--- src/rtl/pc_ir_unit.sv ---
// Program counter, instruction register and ALUOut holding register for the
// multicycle MIPS-subset core; also decodes instruction fields and counts fetches.
module pc_ir_unit #(
  parameter logic [31:0] RESET_PC    = 32'h0000_0000,
  parameter int          COUNT_WIDTH = 32
) (
  input  logic                   clk,
  input  logic                   reset,
  input  logic                   PCWrite,
  input  logic                   PCWriteCond,
  input  logic [1:0]             PCSource,
  input  logic                   IRWrite,
  input  logic                   zero,
  input  logic [31:0]            alu_result,
  input  logic [31:0]            mem_rdata,
  output logic [31:0]            pc,
  output logic [31:0]            instr,
  output logic [5:0]             opCode,
  output logic [4:0]             rs,
  output logic [4:0]             rt,
  output logic [4:0]             rd,
  output logic [5:0]             funct,
  output logic [31:0]            imm_sext,
  output logic [31:0]            imm_sext_sl2,
  output logic [31:0]            alu_out,
  output logic                   misalign_err,
  output logic [COUNT_WIDTH-1:0] instr_count
);

  typedef enum logic [1:0] {
    SRC_ALU    = 2'b00,
    SRC_BRANCH = 2'b01,
    SRC_JUMP   = 2'b10,
    SRC_HOLD   = 2'b11
  } pc_src_e;

  logic [31:0]            pc_q, pc_d;
  logic [31:0]            instr_q, instr_d;
  logic [31:0]            alu_out_q;
  logic                   misalign_q, misalign_d;
  logic [COUNT_WIDTH-1:0] count_q, count_d;

  logic [31:0] next_pc;
  logic        pc_en;

  // Jump target uses the registered instr, so a same-cycle IR load cannot
  // redirect the jump being taken.
  always_comb begin
    // NOTE: every always_comb output gets a default first so no latch is inferred.
    next_pc = pc_q;
    unique case (pc_src_e'(PCSource))
      SRC_ALU:    next_pc = alu_result;
      SRC_BRANCH: next_pc = alu_out_q;
      SRC_JUMP:   next_pc = {pc_q[31:28], instr_q[25:0], 2'b00};
      SRC_HOLD:   next_pc = pc_q;
      default:    next_pc = pc_q;
    endcase
  end

  assign pc_en = PCWrite | (PCWriteCond & zero);

  always_comb begin
    pc_d       = pc_q;
    misalign_d = misalign_q;
    instr_d    = instr_q;
    count_d    = count_q;
    if (pc_en) begin
      if (next_pc[1:0] == 2'b00) pc_d = next_pc;
      else                       misalign_d = 1'b1;
    end
    if (IRWrite) begin
      instr_d = mem_rdata;
      count_d = count_q + COUNT_WIDTH'(1);
    end
  end

  always_ff @(posedge clk or negedge reset) begin
    if (!reset) begin
      pc_q       <= RESET_PC;
      instr_q    <= '0;
      alu_out_q  <= '0;
      misalign_q <= 1'b0;
      count_q    <= '0;
    end else begin
      // NOTE: non-blocking assignments so every register samples pre-edge values.
      pc_q       <= pc_d;
      instr_q    <= instr_d;
      alu_out_q  <= alu_result;
      misalign_q <= misalign_d;
      count_q    <= count_d;
    end
  end

  assign pc           = pc_q;
  assign instr        = instr_q;
  assign alu_out      = alu_out_q;
  assign misalign_err = misalign_q;
  assign instr_count  = count_q;

  assign opCode       = instr_q[31:26];
  assign rs           = instr_q[25:21];
  assign rt           = instr_q[20:16];
  assign rd           = instr_q[15:11];
  assign funct        = instr_q[5:0];
  assign imm_sext     = {{16{instr_q[15]}}, instr_q[15:0]};
  assign imm_sext_sl2 = {imm_sext[29:0], 2'b00};

endmodule

--- config.mk ---
export PLATFORM = sky130hd
export DESIGN_NAME = pc_ir_unit
export DESIGN_NICKNAME = d
export VERILOG_FILES = /design/src/rtl/pc_ir_unit.sv
export SDC_FILE = /design/constraint.sdc
export NUM_CORES = 1
export LEC_CHECK = 0
export ABC_CLOCK_PERIOD_IN_PS = 2130
export BUFFER_PORTS_ARGS = -buffer_cell sky130_fd_sc_hd__buf_2
export CAP_MARGIN = 20
export CORE_MARGIN = 5
export CORE_UTILIZATION = 37
export DETAILED_ROUTE_END_ITERATION = 7
export PLACE_DENSITY_LB_ADDON = 0.08
export SETUP_SLACK_MARGIN = 0.4
export SLEW_MARGIN = 20
export SYNTH_ARGS = -nofsm -noshare
export SYNTH_HDL_FRONTEND = slang
export SYNTH_SLANG_ARGS = --single-unit
--- constraint.sdc ---
create_clock -name clk -period 2.13 [get_ports clk]
set_input_delay 0.426 -clock clk [delete_from_list [all_inputs] [get_ports clk]]
set_output_delay 0.426 -clock clk [all_outputs]
set_load 0.03 [all_outputs]
==> results.md, run 1 <==
- Static timing analysis puts the maximum clock frequency at 583 MHz.
- The overflow left after global routing is 0.
- The clock tree synthesis step divided the H-tree into 4 levels.
- The number of antenna violations at the first check in global routing came to 0.
- The total routing resource utilization after global routing is 0.174.
- The filler cells instantiated in the layout total 1498.
- Yosys mapped a number of flops with a built-in enable equal to 0.
- After layout, the minimum clock period comes to 1.71 ns.
- The post-route clock skew is 0.0123 ns.
- The layout-stage area growth over the synthesis result is 31.6%.
- The first global-routing pass estimated 24.7 mm of wire.
- Leaving out fill and tap cells, the most frequent cell in the layout is sky130_fd_sc_hd__buf_2.
- The max-slew violation total from the final report was 0.
- The placed wire-length estimate after detailed placement is 12.3 mm.
- The count of input and output buffers is 289.
- Data on the critical path arrives at its endpoint at 2.01 ns.
- The analysis attributes to cell leakage a power of 3.99 nW.
- The via count of the first global-routing pass is 4466.
- In this run the count of I/O pins placed on the die edge is 292.
- Including well taps, the total number of placed cells is 896.
- For this run, the leading register cell type out of synthesis is sky130_fd_sc_hd__dfrtp_1.
- The net count of the finished layout is 787.
- The final estimated routing congestion in global placement is 0.802.
- Before antenna repair, the detailed router went through 4 iterations.
- The cell accounting for the most synthesized area is sky130_fd_sc_hd__dfrtp_1.
- The DRC violation count after routing is 0.
- The number of DRC markers after the initial detailed-route iteration is 174.
- The die is 137 um wide.
- The sequential cell area fraction in the yosys report is 0.541.
- On the critical path, the stage with the largest delay is an instance of sky130_fd_sc_hd__nor3_1.
- The share of total power dissipated in combinational logic is 0.276.
- In this run the deepest clock path goes through 2 buffers.
- The fraction of final layout cells sized beyond drive strength 1 is 0.594.
- In this run the mean area of a mapped cell was 12.3 um^2.
- Summing every instance area after synthesis gives 5970 um^2.
- Synthesis produced a netlist whose cell count is 487.
- The area share of the largest cell type after synthesis is 0.541.
- In this run, post-CTS hold repair placed 0 buffers.
- The final worst-path setup slack is 0.415 ns.
- The die is 137 um tall.
- The floorplan step defined a die boundary enclosing 18800 um^2.
- The power dissipated by switching net loads is 2.83 mW.
- After synthesis the netlist holds a flip-flop and latch count of 129.
- The number of clock sinks is 129.
- The number of inserted diodes is 0.
- Across all hold checks on the routed design, the worst slack comes to 0.00869 ns.
- TritonCTS built the clock tree.
- The endpoint type of the worst setup path is a flip-flop.
- Of the total power, the share spent switching nets is 0.353.
- The remaining antenna violation count is 0.
- The core region area is 15900 um^2.
- In the layout the commonest cells are 288 x sky130_fd_sc_hd__buf_2, 122 x sky130_fd_sc_hd__dfrtp_1, 56 x sky130_fd_sc_hd__mux2_2, 38 x sky130_fd_sc_hd__nand2_1, 28 x sky130_fd_sc_hd__xnor2_1.
- The part of the power in registers is 0.375.
- For the pin with the worst max-slew slack, the measured transition is 0.596 ns.
- The detailed-route vias per instance is 4.66.
- The count of non-filler cells in the finished layout is 943.
- The peak supply drop is 497 uV.
- TritonCTS created 17 clock buffers.
- The final setup violation count is 0.
- Walking the worst path, the cells encountered are nand3_1, nor3_1, nand4_1, xnor2_1.
- Setup repair after global routing could not meet its margin everywhere.
- The maximum number of pins on one net before global-route repair is 69.
- The worst-case headroom to the max-slew limit is 0.603.
- The required arrival time at the worst endpoint is 2.43 ns.
- Of the total power, the clock network draws 0.349.
- The worst setup slack after placement is 0.241 ns.
- The worst setup path is launched from a flip-flop.
- The total count of hold-check failures in the final report is 0.
- For this run, the number of Yosys warnings is 0.
- The final layout contains routed wiring with a total length of 16.9 mm.
- The total negative setup slack is 0 ns.
- In the final routed layout, each cell accounts on average for 17.9 um.
- The critical path start-end classification is reg -> reg.
- The clock latency on the worst-skew pair is 0.42 ns.
- Clock-pin slew was measured on the worst setup and hold paths at 0.06 ns.
- Dividing the final minimum period by the clock period gives 0.805.
- The library cell used as clock root buffer is sky130_fd_sc_hd__clkbuf_16.
- The flow ran to the end, and the final reports show no timing, DRC or antenna violations.
- Synthesis instantiated 37 different standard cells from the library.
- The power density relative to cell area is 1020 nW/um^2.
- Yosys attributes the largest share of cell area to sky130_fd_sc_hd__dfrtp_1 54%, sky130_fd_sc_hd__mux2_2 12%, sky130_fd_sc_hd__buf_4 12%.
- The floorplan has 46 rows.
- The maximum cell stage delay along the critical path is 0.54 ns.
- The proportion of register bits with asynchronous set or reset after synthesis is 1.00.
- The worst hold path class is in -> async.
- The max-cap check violation count is 0.
- The cell internal power dissipation is 5.19 mW.
- The final total power is 8.02 mW.
- Detailed routing inserted a total of 4393 vias.
- In this run the worst path has a maximum fanout of 5.
- For this configuration, the core starts out at a cell density of 0.376.
metal layers:
| metal | vias up | wire [um] | GRT usage |
|---|---|---|---|
| li1 | 2034 | - | - |
| met2 | 210 | 8460 | 0.292 |
| met1 | 2130 | 6700 | 0.207 |
| met4 | 0 | 241 | 0.0576 |
| met3 | 19 | 1500 | 0.0632 |
| met5 | - | 0 | 0 |
path summary, 6_finish.rpt:
kind,from,cells after the start,slack [ns],endpoint
max reg2reg,instr_count[8],4,0.42,instr_count[19]
max,instr_count[8],4,0.42,instr_count[19]
max in group asynchronous,reset,2,1.78,pc[24]
min in group clk,alu_result[1],1,0.12,alu_out[1]
min reg2reg,instr_count[31],1,0.47,instr_count[31]
min,reset,2,0.009,instr[0]
per-stage QoR:
step                      instance area (um^2)  utilization
after floorplan                           6080            -
after global placement                    7130        0.449
after detailed placement                  7130        0.449
after CTS                                 7760        0.488
after global routing                      7860        0.495
final                                     7860        0.495
cell usage after synthesis (2+ instances only):
cell type / instances
sky130_fd_sc_hd__nor2b_1: 3
sky130_fd_sc_hd__nor2_1: 8
sky130_fd_sc_hd__nand3_1: 10
sky130_fd_sc_hd__inv_1: 4
sky130_fd_sc_hd__clkbuf_1: 7
sky130_fd_sc_hd__nor4_1: 2
sky130_fd_sc_hd__mux2i_1: 26
sky130_fd_sc_hd__and2_1: 2
sky130_fd_sc_hd__and3_1: 3
sky130_fd_sc_hd__nor4_2: 2
sky130_fd_sc_hd__nand4_1: 14
sky130_fd_sc_hd__dfrtp_1: 129
sky130_fd_sc_hd__o21ai_0: 26
sky130_fd_sc_hd__buf_2: 5
sky130_fd_sc_hd__xor2_1: 3
sky130_fd_sc_hd__buf_4: 92
sky130_fd_sc_hd__buf_6: 2
sky130_fd_sc_hd__xnor2_1: 28
sky130_fd_sc_hd__nand2_1: 38
sky130_fd_sc_hd__mux2_2: 66
power by group through the flow:
stage	Clock (mW)	Combinational [mW]	Sequential [mW]
3_5_place_dp	0	2.14	3.05
6_report	2.80	2.22	3.00
3_3_place_gp	0	2.13	3.03
5_1_grt	2.98	2.34	3.05
2_1_floorplan	0	1.07	3.57
4_1_cts	2.87	2.16	3.02
state kept, by name, summed over array words and instances (netlist names):
signal and count:
misalign_err 1, alu_out 32, instr_count 32, instr 32, pc 32
worst max-delay path: cells and delay by family (launching register included):
family	cells	cell delay, ns
xor+xnor	1	0.15
flops	1	0.45
simple gates	3	0.99
cell families after synthesis:
group | after synthesis | synth area share
AO/OA/AOI/OAI | 31 | 0.0310
XOR/XNOR | 31 | 0.0455
multiplexers | 93 | 0.170
adder cells (fa/ha/maj) | 1 | 0.00209
flip-flops | 129 | 0.541
buffers and inverters | 111 | 0.131
AND/OR/NAND/NOR | 90 | 0.0792
other | 1 | 0.000628
repair_timing:
action,4_1_cts,5_1_grt
endpoints found under the setup margin,50,63
gates resized for setup,5,7
gates cloned,0,2
pin swaps,2,7
buffers inserted,5,8
cell type report:
class	count	area, um^2	share of cell area
Sequential cell	129	3240	0.412
Multi-Input combinational cell	248	2080	0.265
Timing Repair Buffer	314	1680	0.214
Clock buffer	17	425	0.0541
Tap cell	216	270	0.0344
Clock inverter	15	144	0.0183
Inverter	4	15.0	0.00191
Note: power is estimated with default switching activity, not from simulation.
==> inputs of run 2 (changes only) <==
Settings changed: ABC_AREA set to 1, ABC_CLOCK_PERIOD_IN_PS 2130 to 1500.
Clock period 2.13 ns to 1.5 ns, I/O delays scaled along.
==> run 2 against run 1 <==
Effect of this change: sequential power up 44%; synthesized cell count up 40%; non-clock buffer count up 162; cell count up 38%; power up 74%; worst hold slack better by 0.022 ns; die area up 4.2%; flip-flop and latch count unchanged; first-iteration DRC count up 3.4%; the flow now finishes with violations (negative setup slack); register-to-register slack worse by 0.43 ns; via count up 39%; global-route usage up 3.8 points.
==> results.md, run 2 <==
- The final setup violation count is 35.
- In the routed design, unresolved DRC markers number 0.
- Along the worst path, the maximum fanout reaches 18.
- The launch point of the worst hold path is alu_result[1].
- The startpoint of the worst-slack reg-to-reg timing path is alu_out[1].
- The clock-pin slew on the worst setup and hold paths is 0.06 ns.
- The part of the total power dissipated in the clock network is 0.339.
- The top-level I/O count is 292.
- Yosys mapped the design onto 28 distinct sky130hd cell types.
- The number of flops mapped to enable cells by yosys is 0.
- The post-synthesis cell area is 6240 um^2.
- The max-slew violation total from the final report is 0.
- The floorplan has 47 rows.
- The dominant synthesized flop cell is sky130_fd_sc_hd__dfrtp_1.
- In the layout the commonest cells are 219 x sky130_fd_sc_hd__buf_6, 172 x sky130_fd_sc_hd__nand2_1, 138 x sky130_fd_sc_hd__buf_4, 91 x sky130_fd_sc_hd__dfrtp_1, 70 x sky130_fd_sc_hd__buf_2.
- The detailed router finished its first iteration with 180 violations.
- The cell accounting for the most synthesized area is sky130_fd_sc_hd__dfrtp_1.
- After technology mapping, the gate count stands at 682.
- For this run, the register share of the synthesized area comes to 0.517.
- At the worst endpoint, the required time is 1.20 ns.
- The cell sitting at the root of the clock tree is a sky130_fd_sc_hd__clkbuf_16.
- The via count of the first global-routing pass came to 6307.
- The CTS tree is yes.
- The switching share of power is 0.329.
- In the global route stage, met2 resource usage came out at 0.377.
- The post-route minimum period is 1.53 ns.
- The final wirelength is 22.0 mm.
- At the end of routability-driven placement, the weighted congestion stood at 0.835.
- The met1 usage in global routing is 0.250.
- Leaving out fill and tap cells, the most frequent cell in the layout is sky130_fd_sc_hd__buf_6.
- The die is 140 um wide.
- The max-cap check violation count is 0.
- The proportion of register bits with asynchronous set or reset after synthesis is 1.00.
- For this run, the post-layout net count is 1144.
- Ranked by instance count, the synthesized netlist is headed by 221 x sky130_fd_sc_hd__nand2_1, 129 x sky130_fd_sc_hd__dfrtp_1, 93 x sky130_fd_sc_hd__buf_4, 67 x sky130_fd_sc_hd__nand3_1.
- The detailed-route vias per instance is 4.68.
- For this run, the top clock speed supported by timing is 654 MHz.
- For this configuration, the core starts out at a cell density of 0.377.
- The worst register-to-register path has a setup slack of -0.01 ns.
- The endpoint of the worst-slack reg-to-reg timing path is pc[20].
- The number of flip-flops and latches in the synthesized netlist is 129.
- In the finished design, the share of the clock period the worst path needs comes to 1.02.
- The analysis attributes to net switching a power of 4.60 mW.
- The endpoint type of the worst setup path is a primary output.
- met2 is the most crowded layer.
- The share of total power dissipated in sequential elements is 0.309.
- The final total power is 14.0 mW.
- The count of non-filler cells in the finished layout is 1305.
- The kind of start point of the critical path is a flip-flop.
- The number of warnings reported in the yosys synthesis log is 0.
- The power density relative to cell area is 1210 nW/um^2.
- The worst register-to-register path has a depth of 11.
- The fraction of final layout cells sized beyond drive strength 1 is 0.617.
- Setup slack on the critical path of the routed design comes to -0.0284 ns.
- The routed layout has 6104 vias.
- The average instance in the mapped netlist occupies 9.16 um^2.
- The worst hold path class is in -> reg.
- Sorting the synthesized cells by area gives the leading types as sky130_fd_sc_hd__dfrtp_1 52%, sky130_fd_sc_hd__nand2_1 13%, sky130_fd_sc_hd__buf_4 11%.
- Setup repair after global routing could not meet its margin everywhere.
- Counting instances, the worst hold path has a depth of 1.
- The first global-routing pass estimated 33.1 mm of wire.
- The total die area is 19600 um^2.
- The final cell utilization of the core is 0.698.
- In this run, placement finished with an instance count of 1105.
- The number of iterations in the first detailed-routing pass is 4.
- The number of H-tree levels is 4.
- The maximum number of pins on one net before global-route repair is 42.
- The number of antenna violations at the first check in global routing came to 1.
- The clock passes through at most 2 buffers.
- In the global route stage, overall resource usage came out at 0.212.
- The count of input and output buffers is 289.
- The overflow left after global routing is 0.
- The placed wire-length estimate after detailed placement is 13.3 mm.
- Clock tree synthesis inserted a total of 17 buffers.
- For hold timing, the worst endpoint is alu_out[1].
- The worst setup path is of the reg -> out kind.
- The worst-case IR drop observed on VDD is 1020 uV.
- The combinational group share of total power is 0.352.
- The cell internal power dissipation is 9.37 mW.
- The total count of hold-check failures in the final report is 0.
- The leakage power summed over all cells is 5.84 nW.
- The area share of the largest cell type after synthesis is 0.517.
- From synthesis to final layout, the design area changed by 85.4%.
- The number of clock sinks is 129.
- For this run, global-route usage on met3 was measured as 0.0658.
- The die is 140 um tall.
- The post-route clock skew is 0.00867 ns.
- The core region area is 16600 um^2.
- The average wire per cell in the routed design is 16.9 um.
- Fill cells in the final layout number 1200.
- In this run the remaining antenna-violating nets after routing total 0.
- Data arrives at the worst endpoint at 1.23 ns.
- The clock reaches the later pin of the worst-skew pair after 0.42 ns.
- The checks that failed: negative setup slack.
- The run finished, with violations left.
- Summing all placed instances gives a cell area of 7510 um^2.
- The final design instance area without fill is 11600 um^2.
- The cell with the most instances after synthesis is sky130_fd_sc_hd__nand2_1.
## run 2: cell count changes in the layout (fill, tap and decap cells not counted), sizes merged, moves of 24 or more
| cell | previous run | this run |
|---|---|---|
| nand2 | 38 | 226 |
| mux2i | 26 | 0 |
| buf | 313 | 444 |
| mux2 | 67 | 33 |
| o21ai | 26 | 2 |
| dlygate4sd3 | 0 | 31 |
| nand3 | 10 | 68 |
| nor2 | 8 | 40 |
| inv | 5 | 32 |
## run 2: repair_timing
item                       in CTS  in global routing
pin swaps                      43                 55
setup endpoints to repair     274                280
gates resized for setup       428                215
gates cloned                    6                  1
hold buffers                   30                  1
buffers inserted               82                 47
hold endpoints to repair       52                  1
## run 2: logic make-up after synthesis
kind of cell / count (synthesis) / share of synthesized area
muxes: 33 / 0.0595
adders and majority gates: 1 / 0.00200
xor gates and xnor gates: 21 / 0.0295
other: 1 / 0.000601
buffers and inverters: 142 / 0.146
and+or+nand+nor: 351 / 0.240
DFF: 129 / 0.517
AOI/OAI and AO/OA: 4 / 0.00481
## run 2: per-layer routing
layer | part of all wire | wire [um]
met3 | 0.065 | 1440
met2 | 0.53 | 11600
met5 | 0.00059 | 13
met4 | 0.014 | 305
met1 | 0.39 | 8660
## run 2: how the worst max path moves through the flow
stage / from / end / slack, ns
after floorplan: instr_count[0] / instr_count[28] / 0.04
after global placement: instr_count[0] / instr_count[30] / 0.07
after detailed placement: instr_count[0] / instr_count[28] / 0.06
after CTS: instr[15] / imm_sext_sl2[25] / -0.04
after global routing: alu_out[1] / pc[20] / -0.08
final: instr[15] / imm_sext_sl2[21] / -0.03
## run 2: power by group through the flow
stage	Clock (mW)	Combinational (mW)	Sequential (mW)
6_report	4.73	4.92	4.32
5_1_grt	5.02	5.16	4.37
4_1_cts	4.84	4.24	4.29
3_5_place_dp	0	3.03	4.27
3_3_place_gp	0	3.02	4.24
2_1_floorplan	0	1.56	5.01
## run 2: per-stage QoR
step / hold WS, ns / worst slack (ns) / TNS, ns
4_1_cts: 0.00269 / -0.0376 / -1.46
6_report: 0.0309 / -0.0284 / -0.884
5_1_grt: 0.0128 / -0.0844 / -3.57
2_1_floorplan: 0.00441 / 0.0356 / 0
3_5_place_dp: 0.201 / 0.0629 / 0
3_3_place_gp: 0.204 / 0.0734 / 0
## run 2: layout make-up
type                       instances  area, um^2  share of cell area
antenna                            1        2.50            0.000216
clock buffer                      18         439              0.0379
multi-input combinational        415        2700               0.233
inverter                          32         120              0.0104
sequential                       129        3280               0.283
tap                              220         275              0.0238
clock inverter                    14         236              0.0204
timing repair buffer             476        4530               0.391
## run 2: critical path: stages (launching register included)
cell and delay (ns):
sky130_fd_sc_hd__dfrtp_4 0.48, sky130_fd_sc_hd__buf_6 0.16, sky130_fd_sc_hd__buf_4 0.17
